--- config.mk ---
export PLATFORM = sky130hd
export DESIGN_NAME = palin_sym_buf
export DESIGN_NICKNAME = d
export VERILOG_FILES = /design/src/rtl/palindrome_pkg.sv /design/src/rtl/palin_sym_buf.sv
export SDC_FILE = /design/constraint.sdc
export NUM_CORES = 1
export LEC_CHECK = 0
export CORE_MARGIN = 5
export CORE_UTILIZATION = 50
export DETAILED_ROUTE_END_ITERATION = 6
export PLACE_DENSITY = 0.69
export SLEW_MARGIN = 5
export SYNTH_ARGS = -nofsm -noshare
export SYNTH_HDL_FRONTEND = slang
export SYNTH_SLANG_ARGS = --single-unit
--- constraint.sdc ---
create_clock -name clk -period 2.85 [get_ports clk]
set_input_delay 0.7125 -clock clk [delete_from_list [all_inputs] [get_ports clk]]
set_output_delay 0.7125 -clock clk [all_outputs]
set_load 0.05 [all_outputs]
--- src/rtl/palindrome_pkg.sv ---
// Shared FSM state type and default sizing for the palindrome stream checker.
package palindrome_pkg;

  localparam int unsigned SYM_W_DEF   = 8;
  localparam int unsigned MAX_LEN_DEF = 16;

  typedef enum logic [1:0] {
    COLLECT = 2'd0,
    CHECK   = 2'd1,
    RESULT  = 2'd2
  } state_t;

endpackage

--- src/rtl/palin_sym_buf.sv ---
// Frame symbol store: one synchronous write port, two combinational read ports.
module palin_sym_buf
  import palindrome_pkg::*;
#(
  parameter int unsigned SYM_W = SYM_W_DEF,
  parameter int unsigned DEPTH = MAX_LEN_DEF,
  parameter int unsigned AW    = $clog2(DEPTH)
) (
  input  logic             clk,
  input  logic             i_we,
  input  logic [AW-1:0]    i_waddr,
  input  logic [SYM_W-1:0] i_wdata,
  input  logic [AW-1:0]    i_raddr_a,
  output logic [SYM_W-1:0] o_rdata_a,
  input  logic [AW-1:0]    i_raddr_b,
  output logic [SYM_W-1:0] o_rdata_b
);

  logic [SYM_W-1:0] r_mem [DEPTH];

  // Contents are never reset; only indices below the stored length are read.
  always_ff @(posedge clk) begin
    if (i_we) begin
      r_mem[i_waddr] <= i_wdata;
    end
  end

  assign o_rdata_a = r_mem[i_raddr_a];
  assign o_rdata_b = r_mem[i_raddr_b];

endmodule

; Word level (Yosys, flattened, before mapping)
; Memory sizes are Yosys's and may differ from the RTL's.
; Index checks and enable logic that the tools add are counted.
[word_totals]
word_cells = 3
ff_bits = 0
mem_count = 1
ram_bits = 128
input_bits = 22
[mem_list]
columns = name, words, word_bits, rd, rd_ports_with_merged_regs, write_ports, line_no
row1 = r_mem, 16, 8, 2, 0, 1, palin_sym_buf.sv:19  ; logic [SYM_W-1:0] r_mem [DEPTH];
[op_classes]
n_mux = 2
[ops]
columns = cell, n
row1 = 2-to-1 mux 1 bit, 2

; Depth between registers and ports, before layout
[depth]
word_depth = 2
depth_mapped = 5
mapped_depth_nobuf = 3

; Least setup slack after synthesis
; Ideal clock, no wire load.
[synth_path]
path_kind = input -> output
start = input i_raddr_a[0]
end = output o_rdata_a[4]
setup_slack_ns = 0.144
arrival_ns = 1.993
cell_stages = 5
n_path_buf = 2
t_required_ns = 2.138
path_cell_list = buf_6 > buf_6 > mux4_1 > a22oi_1 > nand2_1
[synth_between]
elab_chain_len = 1
[synth_lines]
columns = item, line_no
row1 = from (decl), palin_sym_buf.sv:13  ; input logic [AW-1:0] i_raddr_a,
row2 = memory (16 x 8 bit), --
row3 = to (decl), palin_sym_buf.sv:14  ; output logic [SYM_W-1:0] o_rdata_a,
; Every way passes these cells.

; Worst setup path after layout
[layout_path]
start = input i_raddr_b[0]
end = output o_rdata_b[7]
[layout_between]
elab_chain_len = 1
[layout_lines]
columns = item, line_no
row1 = from (decl), palin_sym_buf.sv:15  ; input logic [AW-1:0] i_raddr_b,
row2 = memory (16 x 8 bit), --
row3 = to (decl), palin_sym_buf.sv:16  ; output logic [SYM_W-1:0] o_rdata_b
; Every way passes these cells.

==> parameters.txt <==
Parameter                              Value

Synth
  Simple-gate area share of the yosys netlist ... 3.61%
  Post-synth net total ... around 310
  Number of synthesized register bits ... 128
  Area of the mapped netlist ... 6030 um^2
  Avg Cell Area, Syn ... 20.7 um^2
  Library cell with the largest summed area after synthesis ... sky130_fd_sc_hd__edfxtp_1
  Yosys top cell area share ... 63.8%
  Adder and majority gate portion of the synthesized area ... 0%
  Largest cells by area after synthesis ... sky130_fd_sc_hd__edfxtp_1 (64%), sky130_fd_sc_hd__mux4_2 (13%), sky130_fd_sc_hd__mux4_1 (12%), sky130_fd_sc_hd__a22oi_1 (4.0%), sky130_fd_sc_hd__buf_6 (1.1%)
  Post-synth cell types ... 19
  Multiplexer share of the synthesized area ... 25.7%
  Synthesized-area fraction occupied by ao, oa, aoi and oai cells ... 3.99%
  Largest family of logic cells by synthesized area ... multiplexers
  Post-Synth XOR/XNOR Area ... 0%
  Share of the yosys chip area belonging to registers ... 63.8%
  Synthesized instance count ... 291
  Yosys Warn Count ... 0

Route
  Detailed-route wire length on metal 1 ... approximately 5.7 mm
  Routed vias/inst ... about 6.4
  Count of nets left with antenna violations after detail routing ... 0
  Remaining DRCs ... 0
  Aggregate routed wire length ... 14.6 mm
  Amount of wire on met3 after detailed routing ... 1.21 mm
  DRC marker count from the first detailed-route iteration ... 309
  WL/cell ... between 20 and 30 um
  Length of the first detailed-routing pass in iterations ... 5
  Wire length on met2 ... roughly 7.5 mm
  Vias ... approximately 3,400
  Top metal layer carrying routed signals ... met4

Setup path
  Critical Path Source Type ... input pin
  Largest driver fanout on the critical path ... 6
  Crit path arrival time ... between 2 and 2.5 ns
  Buffers & Inverters on Critical Path ... 3
  Critical path, cell by cell ... buf_6, buf_12, mux4_4, a22oi_1, nand2_2, buf_6
  Critical path's top delay family ... multiplexers
  Delay contributed by the slowest stage of the critical path ... 0.62 ns
  Setup Crit Path Kind ... input pin to primary output
  Nature of the critical path endpoint ... primary output
  Highest-delay cell along the critical path ... sky130_fd_sc_hd__mux4_4
  Required arrival time at the worst endpoint ... 2.14 ns
  Cell seen most often among critical-path stages ... sky130_fd_sc_hd__buf_6

Place
  Post-Place Cells ... 490
  Number of port buffers ... 37
  HPWL Detailed ... 9.12 mm
  Gp weighted congestion ... roughly 0.84

Global route
  Global-route congestion overflow total ... 0
  Pin count of the biggest net entering global routing ... 17
  First-pass GRT wire length ... 21.4 mm
  Number of global-route vias before repair ... around 3,600
  All-layer global routing usage ... 21.2%
  Antenna violations before repair ... 0

Clocking
  Clock transition at the registers of the reported paths ... around 0.060 ns
  Inserted Clock Buffers ... 17
  Hold-fix buffers, CTS ... 0
  CTS tree ... yes
  CTS Root Buffer Type ... sky130_fd_sc_hd__clkbuf_16
  Max H-tree Level ... 4
  Max clock buf depth ... 2
  Number of clock sinks ... 128

Floorplan
  Placeable Area ... 11,900 um^2
  Starting utilization of the core area ... 50.6%
  I/O pin count ... 38
  Site row count ... 40
  Die Footprint ... between 10,000 and 15,000 um^2
  Die X ... 120 um
  Die H ... 120 um

Power
  Sequential share of power ... 43.3%
  Switching power ... 0.00116 W
  Clock Power Share ... 44.8%
  Share of total power in combinational logic ... a little under an eighth
  Net switching fraction of the power ... 23.5%
  Worst-case vdd ir drop ... about 0.00086 V
  Power density over the cells ... 643 nW/um^2
  P_int ... ~0.0038 W
  Standby leakage power ... 2.61 nW
  Total power draw ... 0.00492 W

Finish
  Share of cells above drive strength 1 ... between 40% and 50%
  Count of nets after finishing ... 389
  Largest regs ... r_mem x128
  Number of antenna cells inserted ... 0
  Most common cell after layout, fill and taps aside ... sky130_fd_sc_hd__edfxtp_1
  Layout overhead on the synthesized area ... 27.0%
  Largest register FFs ... 128
  Share of the core filled with cells ... 64.2%
  Register bank with the most flops ... r_mem
  Most frequent cells in the layout ... sky130_fd_sc_hd__edfxtp_1 (128), sky130_fd_sc_hd__mux4_2 (45), sky130_fd_sc_hd__buf_4 (31), sky130_fd_sc_hd__a22oi_2 (22), sky130_fd_sc_hd__clkbuf_16 (18)
  Finished Layout Cells ... between 500 and 600

Status
  Status ... completed

STA
  Number of failing setup endpoints in the final timing report ... 0
  Worst rel slew slack ... 61.1%
  Slew at the pin with the worst max-slew slack ... a little under 0.6 ns
  Post-Route Setup TNS ... 0 ns
  Shortest period the worst path allows ... 2.84 ns
  Highest clock frequency the design can meet ... 0.352 GHz
  Setup repair after global routing missed its margin ... true
  Final clock period utilization by the worst path ... 99.8%
  Number of endpoints with negative hold slack in the final report ... 0
  Pins over their slew limit ... 0

Hold path
  HP Class ... input pin to register

Flow run
  Number of maximum-capacitance violations ... 0
synth_stat cells:
cell and n:
sky130_fd_sc_hd__a22oi_1 32, sky130_fd_sc_hd__and2_1 2, sky130_fd_sc_hd__and2b_1 2, sky130_fd_sc_hd__buf_2 6, sky130_fd_sc_hd__buf_4 2, sky130_fd_sc_hd__buf_6 6
sky130_fd_sc_hd__clkdlybuf4s25_2 6, sky130_fd_sc_hd__edfxtp_1 128, sky130_fd_sc_hd__mux4_1 28, sky130_fd_sc_hd__mux4_2 34, sky130_fd_sc_hd__mux4_4 2, sky130_fd_sc_hd__nand2_1 17
sky130_fd_sc_hd__nand2b_1 2, sky130_fd_sc_hd__nand3_1 1, sky130_fd_sc_hd__nand3b_1 2, sky130_fd_sc_hd__nor2_1 14, sky130_fd_sc_hd__nor2b_1 2, sky130_fd_sc_hd__nor3_1 4
sky130_fd_sc_hd__or3b_2 1
power groups by stage:
stage	clock network, W	logic (W)	registers, W
6_report	0.00221	0.000586	0.00213
5_1_grt	0.00234	0.000614	0.00213
4_1_cts	0.00223	0.000554	0.00213
3_5_place_dp	0	0.000502	0.00217
3_3_place_gp	0	0.000497	0.00216
2_1_floorplan	0	0.000312	0.00216
layer usage:
layer / vias to the layer above / track usage [%]
met5: - / 0
met4: 0 / 5.08
met2: 175 / 34.7
li1: 1443 / -
met3: 19 / 7.40
met1: 1759 / 27.4
final cells by class:
type / instances / area (um^2)
repair buffers: 77 / 881
well taps: 147 / 184
clock inverters: 15 / 184
multi-input cells: 143 / 2130
fillers: 796 / 4260
clock buffers: 17 / 425
flip-flops and latches: 128 / 3840
final timing paths:
check / start / end / slack [ns] / cells past startpoint
min: i_wdata[2] / r_mem[9][2] / 1.28 / 1
max: i_raddr_b[0] / o_rdata_b[7] / 0.005 / 6
cells by family after synthesis:
kind of cell | count (synthesis)
AOI/OAI and AO/OA | 32
buffers and inverters | 20
DFF | 128
muxes | 64
and+or+nand+nor | 47
per-stage QoR:
step           setup slack [ns]  hold slack, ns  instance area (um^2)
2_1_floorplan             0.144           0.811                  6030
3_3_place_gp             -0.342            1.56                  6710
3_5_place_dp             -0.338            1.57                  6710
4_1_cts                 -0.0107            1.25                  7500
5_1_grt                 -0.0249            1.28                  7650
6_report                0.00528            1.28                  7650
what timing repair did:
item,in CTS,in global routing
pin swaps,4,8
buffers inserted,0,2
resized for setup,56,31
gates cloned,2,1
setup endpoints to repair,16,13
Note: power is estimated with default switching activity, not from simulation.
==> variant 1 (same flow settings) <==
Put a register stage on the outputs `o_rdata_a` and `o_rdata_b`, without a reset. The values now appear one clock later.
--- a/src/rtl/palin_sym_buf.sv
+++ b/src/rtl/palin_sym_buf.sv
@@ -27,4 +27,6 @@
 
-  assign o_rdata_a = r_mem[i_raddr_a];
-  assign o_rdata_b = r_mem[i_raddr_b];
+  always_ff @(posedge clk) begin
+    o_rdata_a <= r_mem[i_raddr_a];
+    o_rdata_b <= r_mem[i_raddr_b];
+  end
 
Formal check against the unedited RTL: not equivalent (a bounded check fails within 4 cycles, from zero or initial values).
==> variant 1 against the original RTL <==
- routed wire length shrank 7.0%
- synthesized area grew 5.3%
- total power shrank 0.68%
- sequential cell count grew 16
- setup slack gained 0.53 ns
- sequential share of layout area grew 5.0 points
- synthesized cell count grew 5.5%
- cell area shrank 1.5%
- critical path type is now register to output port
- critical endpoint is now o_rdata_a[5]
- largest power group is now registers
- highest routed layer unchanged
==> variant 1: results (changes against the original RTL) <==
| Metric | Value |
|---|---|
| Worst path arrival time | 1.61 ns (was 2.13 ns) |
| Placed cell areas | 7000 um^2 (was 6710 um^2) |
| # nets final | 393 (was 389) |
| Status | finished clean (unchanged) |
| Maximum VDD drop | 0.000367 V (was 0.000861 V) |
| Largest delay contributor family on the critical path | buffers and inverters (was multiplexers) |
| Synth Area in Compound Gates | 3.79% (was 3.99%) |
| First-pass GRT wire length | 20500 um (was 21400 um) |
| Pin count of the biggest net entering global routing | 33 (was 17) |
| Slew at the pin closest to its max-slew limit | 0.574 ns (was 0.582 ns) |
| Top post-synthesis cells by area | edfxtp_1, mux4_2, mux4_1, dfxtp_1, a22oi_1 (was edfxtp_1, mux4_2, mux4_1, a22oi_1, buf_6) |
| Share of cells above drive strength 1 | 24.7% (was 45.8%) |
| Post-DP HPWL | 8790 um (was 9120 um) |
| Leakage power | 2.56 nW (was 2.61 nW) |
| HP Class | register to register (was primary input to register) |
| Syn Nets | 329 (was 313) |
| Biggest registers after layout | r_mem: 128 flops, o_rdata_a: 8 flops, o_rdata_b: 8 flops (was r_mem: 128 flops) |
| Setup WS pre-CTS | 0.336 ns (was -0.338 ns) |
| Routed length per instance | 24.5 um (was 27.8 um) |
| CTS resizes | 0 (was 56) |
| Critical path's slowest cell | clkdlybuf4s50_1 (was mux4_4) |
| Switching Fraction | 22.6% (was 23.5%) |
| Seq/Total Area, Yosys | 65.6% (was 63.8%) |
| GP Congestion | 0.804 (was 0.835) |
| Mux share of post-synthesis cell area | 24.4% (was 25.7%) |
-- variant 1: cell count changes after synthesis --
cell	delta
dfxtp_1	+16
-- variant 1: stage by stage --
step	hold slack [ns]	cells
after floorplan	0.647	307
after global placement	0.670	524
after detailed placement	0.682	524
final	0.693	556
after CTS	0.690	556
after global routing	0.719	556
-- variant 1: final timing paths --
check	from	endpoint	slack [ns]	cells past startpoint
worst max register to register	r_mem[9][5]	o_rdata_b[5]	1.39	3
worst min register to register	r_mem[15][3]	o_rdata_a[3]	0.69	3
worst max-delay path	o_rdata_a[5]	o_rdata_a[5]	0.53	1
worst min-delay path	r_mem[15][3]	o_rdata_a[3]	0.69	3
-- variant 1: final cells by class --
| cell class | instances | area, um^2 |
|---|---|---|
| clock buffers | 21 | 450 |
| clock inverters | 11 | 92.6 |
| fillers | 939 | 4980 |
| multi-input cells | 143 | 2010 |
| flip-flops and latches | 144 | 4160 |
| well taps | 172 | 215 |
| repair buffers | 65 | 608 |
-- variant 1: layer usage --
metal	wire, um	vias up	GRT usage, %
met2	6910	132	31.8
met1	5690	1791	25.4
met5	0	-	0
met3	737	17	4.98
met4	265	0	7.84
li1	-	1468	-
-- variant 1: logic make-up after synthesis --
family | after synthesis
muxes | 64
DFF | 144
buffers and inverters | 20
AOI/OAI and AO/OA | 32
and+or+nand+nor | 47
-- variant 1: power groups by stage --
stage / clock (mW) / combinational, mW / sequential, mW
after global routing: 2.15 / 0.507 / 2.40
after CTS: 2.05 / 0.486 / 2.39
after floorplan: 0 / 0.213 / 2.52
after detailed placement: 0 / 0.484 / 2.43
after global placement: 0 / 0.481 / 2.43
final: 2.01 / 0.482 / 2.39
==> variant 2 (same flow settings) <==
Without the edit above. `MAX_LEN_DEF`: 16 -> 8.
--- a/src/rtl/palindrome_pkg.sv
+++ b/src/rtl/palindrome_pkg.sv
@@ -4,3 +4,3 @@
   localparam int unsigned SYM_W_DEF   = 8;
-  localparam int unsigned MAX_LEN_DEF = 16;
+  localparam int unsigned MAX_LEN_DEF = 8;
 
Ports: changed (resized i_raddr_a, i_raddr_b and i_waddr); port bits go from 38 to 35. The function was not compared with the original's and may differ.
==> variant 2 against the original RTL <==
- sequential power down 49%
- critical path type unchanged
- cell area down 49%
- final cell count down 48%
- fmax up 0.98%
- synthesized area down 49%
- sequential cell count down 64
- first-iteration DRC count down 68%
- total power down 57%
- largest cell class unchanged
- setup slack better by 0.027 ns
- routed wire length down 55%
- worst hold slack worse by 0.15 ns
==> variant 2: results (changes against the original RTL) <==
| Metric | Value |
|---|---|
| Max incr delay on CP | 0.56 ns (was 0.62 ns) |
| Routing usage on met1 | 23.6% (was 27.4%) |
| Mapped Cells | 135 (was 291) |
| Fraction of area in multi-input gates | 27.3% (was 27.9%) |
| FILL cells | 412 (was 796) |
| Clock group | 0.694 mW (was 2.21 mW) |
| Vias per cell | 6.02 (was 6.44) |
| Synth Area in Compound Gates | 0% (was 3.99%) |
| Synth-to-layout area growth | 26.2% (was 27.0%) |
| Worst path arrival time | 2.10 ns (was 2.13 ns) |
| Share of the cycle needed by the critical path after routing | 98.9% (was 99.8%) |
| Yosys cell types | 13 (was 19) |
| Vias in the first global route | 1785 (was 3566) |
| GRT met2 Usage | 32.4% (was 34.7%) |
| Placed cell areas | 3590 um^2 (was 6710 um^2) |
| Met2 wire length | 3470 um (was 7530 um) |
| DRT iter0 DRCs | 100 (was 309) |
| Setup WS pre-CTS | -0.370 ns (was -0.338 ns) |
| Internal | 1.62 mW (was 3.76 mW) |
| Most frequent cells after synthesis | edfxtp_1, mux4_1, mux2_2 (was edfxtp_1, mux4_2, a22oi_1) |
| Post-DP HPWL | 4220 um (was 9120 um) |
| DR pass1 iterations | 4 (was 5) |
| Maximum VDD drop | 0.000441 V (was 0.000861 V) |
| Mux share of post-synthesis cell area | 32.8% (was 25.7%) |
| Bufs w/o clock | 57 (was 77) |
| Root buffer cell | clkbuf_8 (was clkbuf_16) |
| Leakage power | 1.41 nW (was 2.61 nW) |
| Row count | 28 (was 40) |
| Critical path endpoint | o_rdata_b[0] (was o_rdata_b[7]) |
| Psw | 0.503 mW (was 1.16 mW) |
| Status | finished clean (unchanged) |
| Vias | 1638 (was 3396) |
| Num CTS Buffers | 9 (was 17) |
variant 2: changes by cell type after synthesis, sizes merged, moves of 2 or more:
cell,before,now
nand3b,2,0
nand2,17,2
nor2b,2,0
edfxtp,128,64
clkdlybuf4s25,6,0
mux4,64,32
and2,2,0
clkbuf,0,2
buf,14,8
and2b,2,0
nor2,14,6
mux2,0,16
nor3,4,2
a22oi,32,0
variant 2: how the worst min path moves through the flow:
| stage | from | end | slack [ns] |
|---|---|---|---|
| finish | i_wdata[4] | r_mem[4][4] | 1.12 |
| global route | i_wdata[6] | r_mem[4][6] | 1.14 |
| CTS | i_wdata[6] | r_mem[0][6] | 1.11 |
| detailed placement | i_wdata[1] | r_mem[2][1] | 1.47 |
| global placement | i_wdata[6] | r_mem[0][6] | 1.44 |
| floorplan | i_wdata[0] | r_mem[0][0] | 0.81 |
variant 2: repair_timing:
item | 4_1_cts | 5_1_grt
endpoints found under the setup margin | 16 | 0
resized for setup | 21 | 0
hold endpoints to repair | 0 | 0
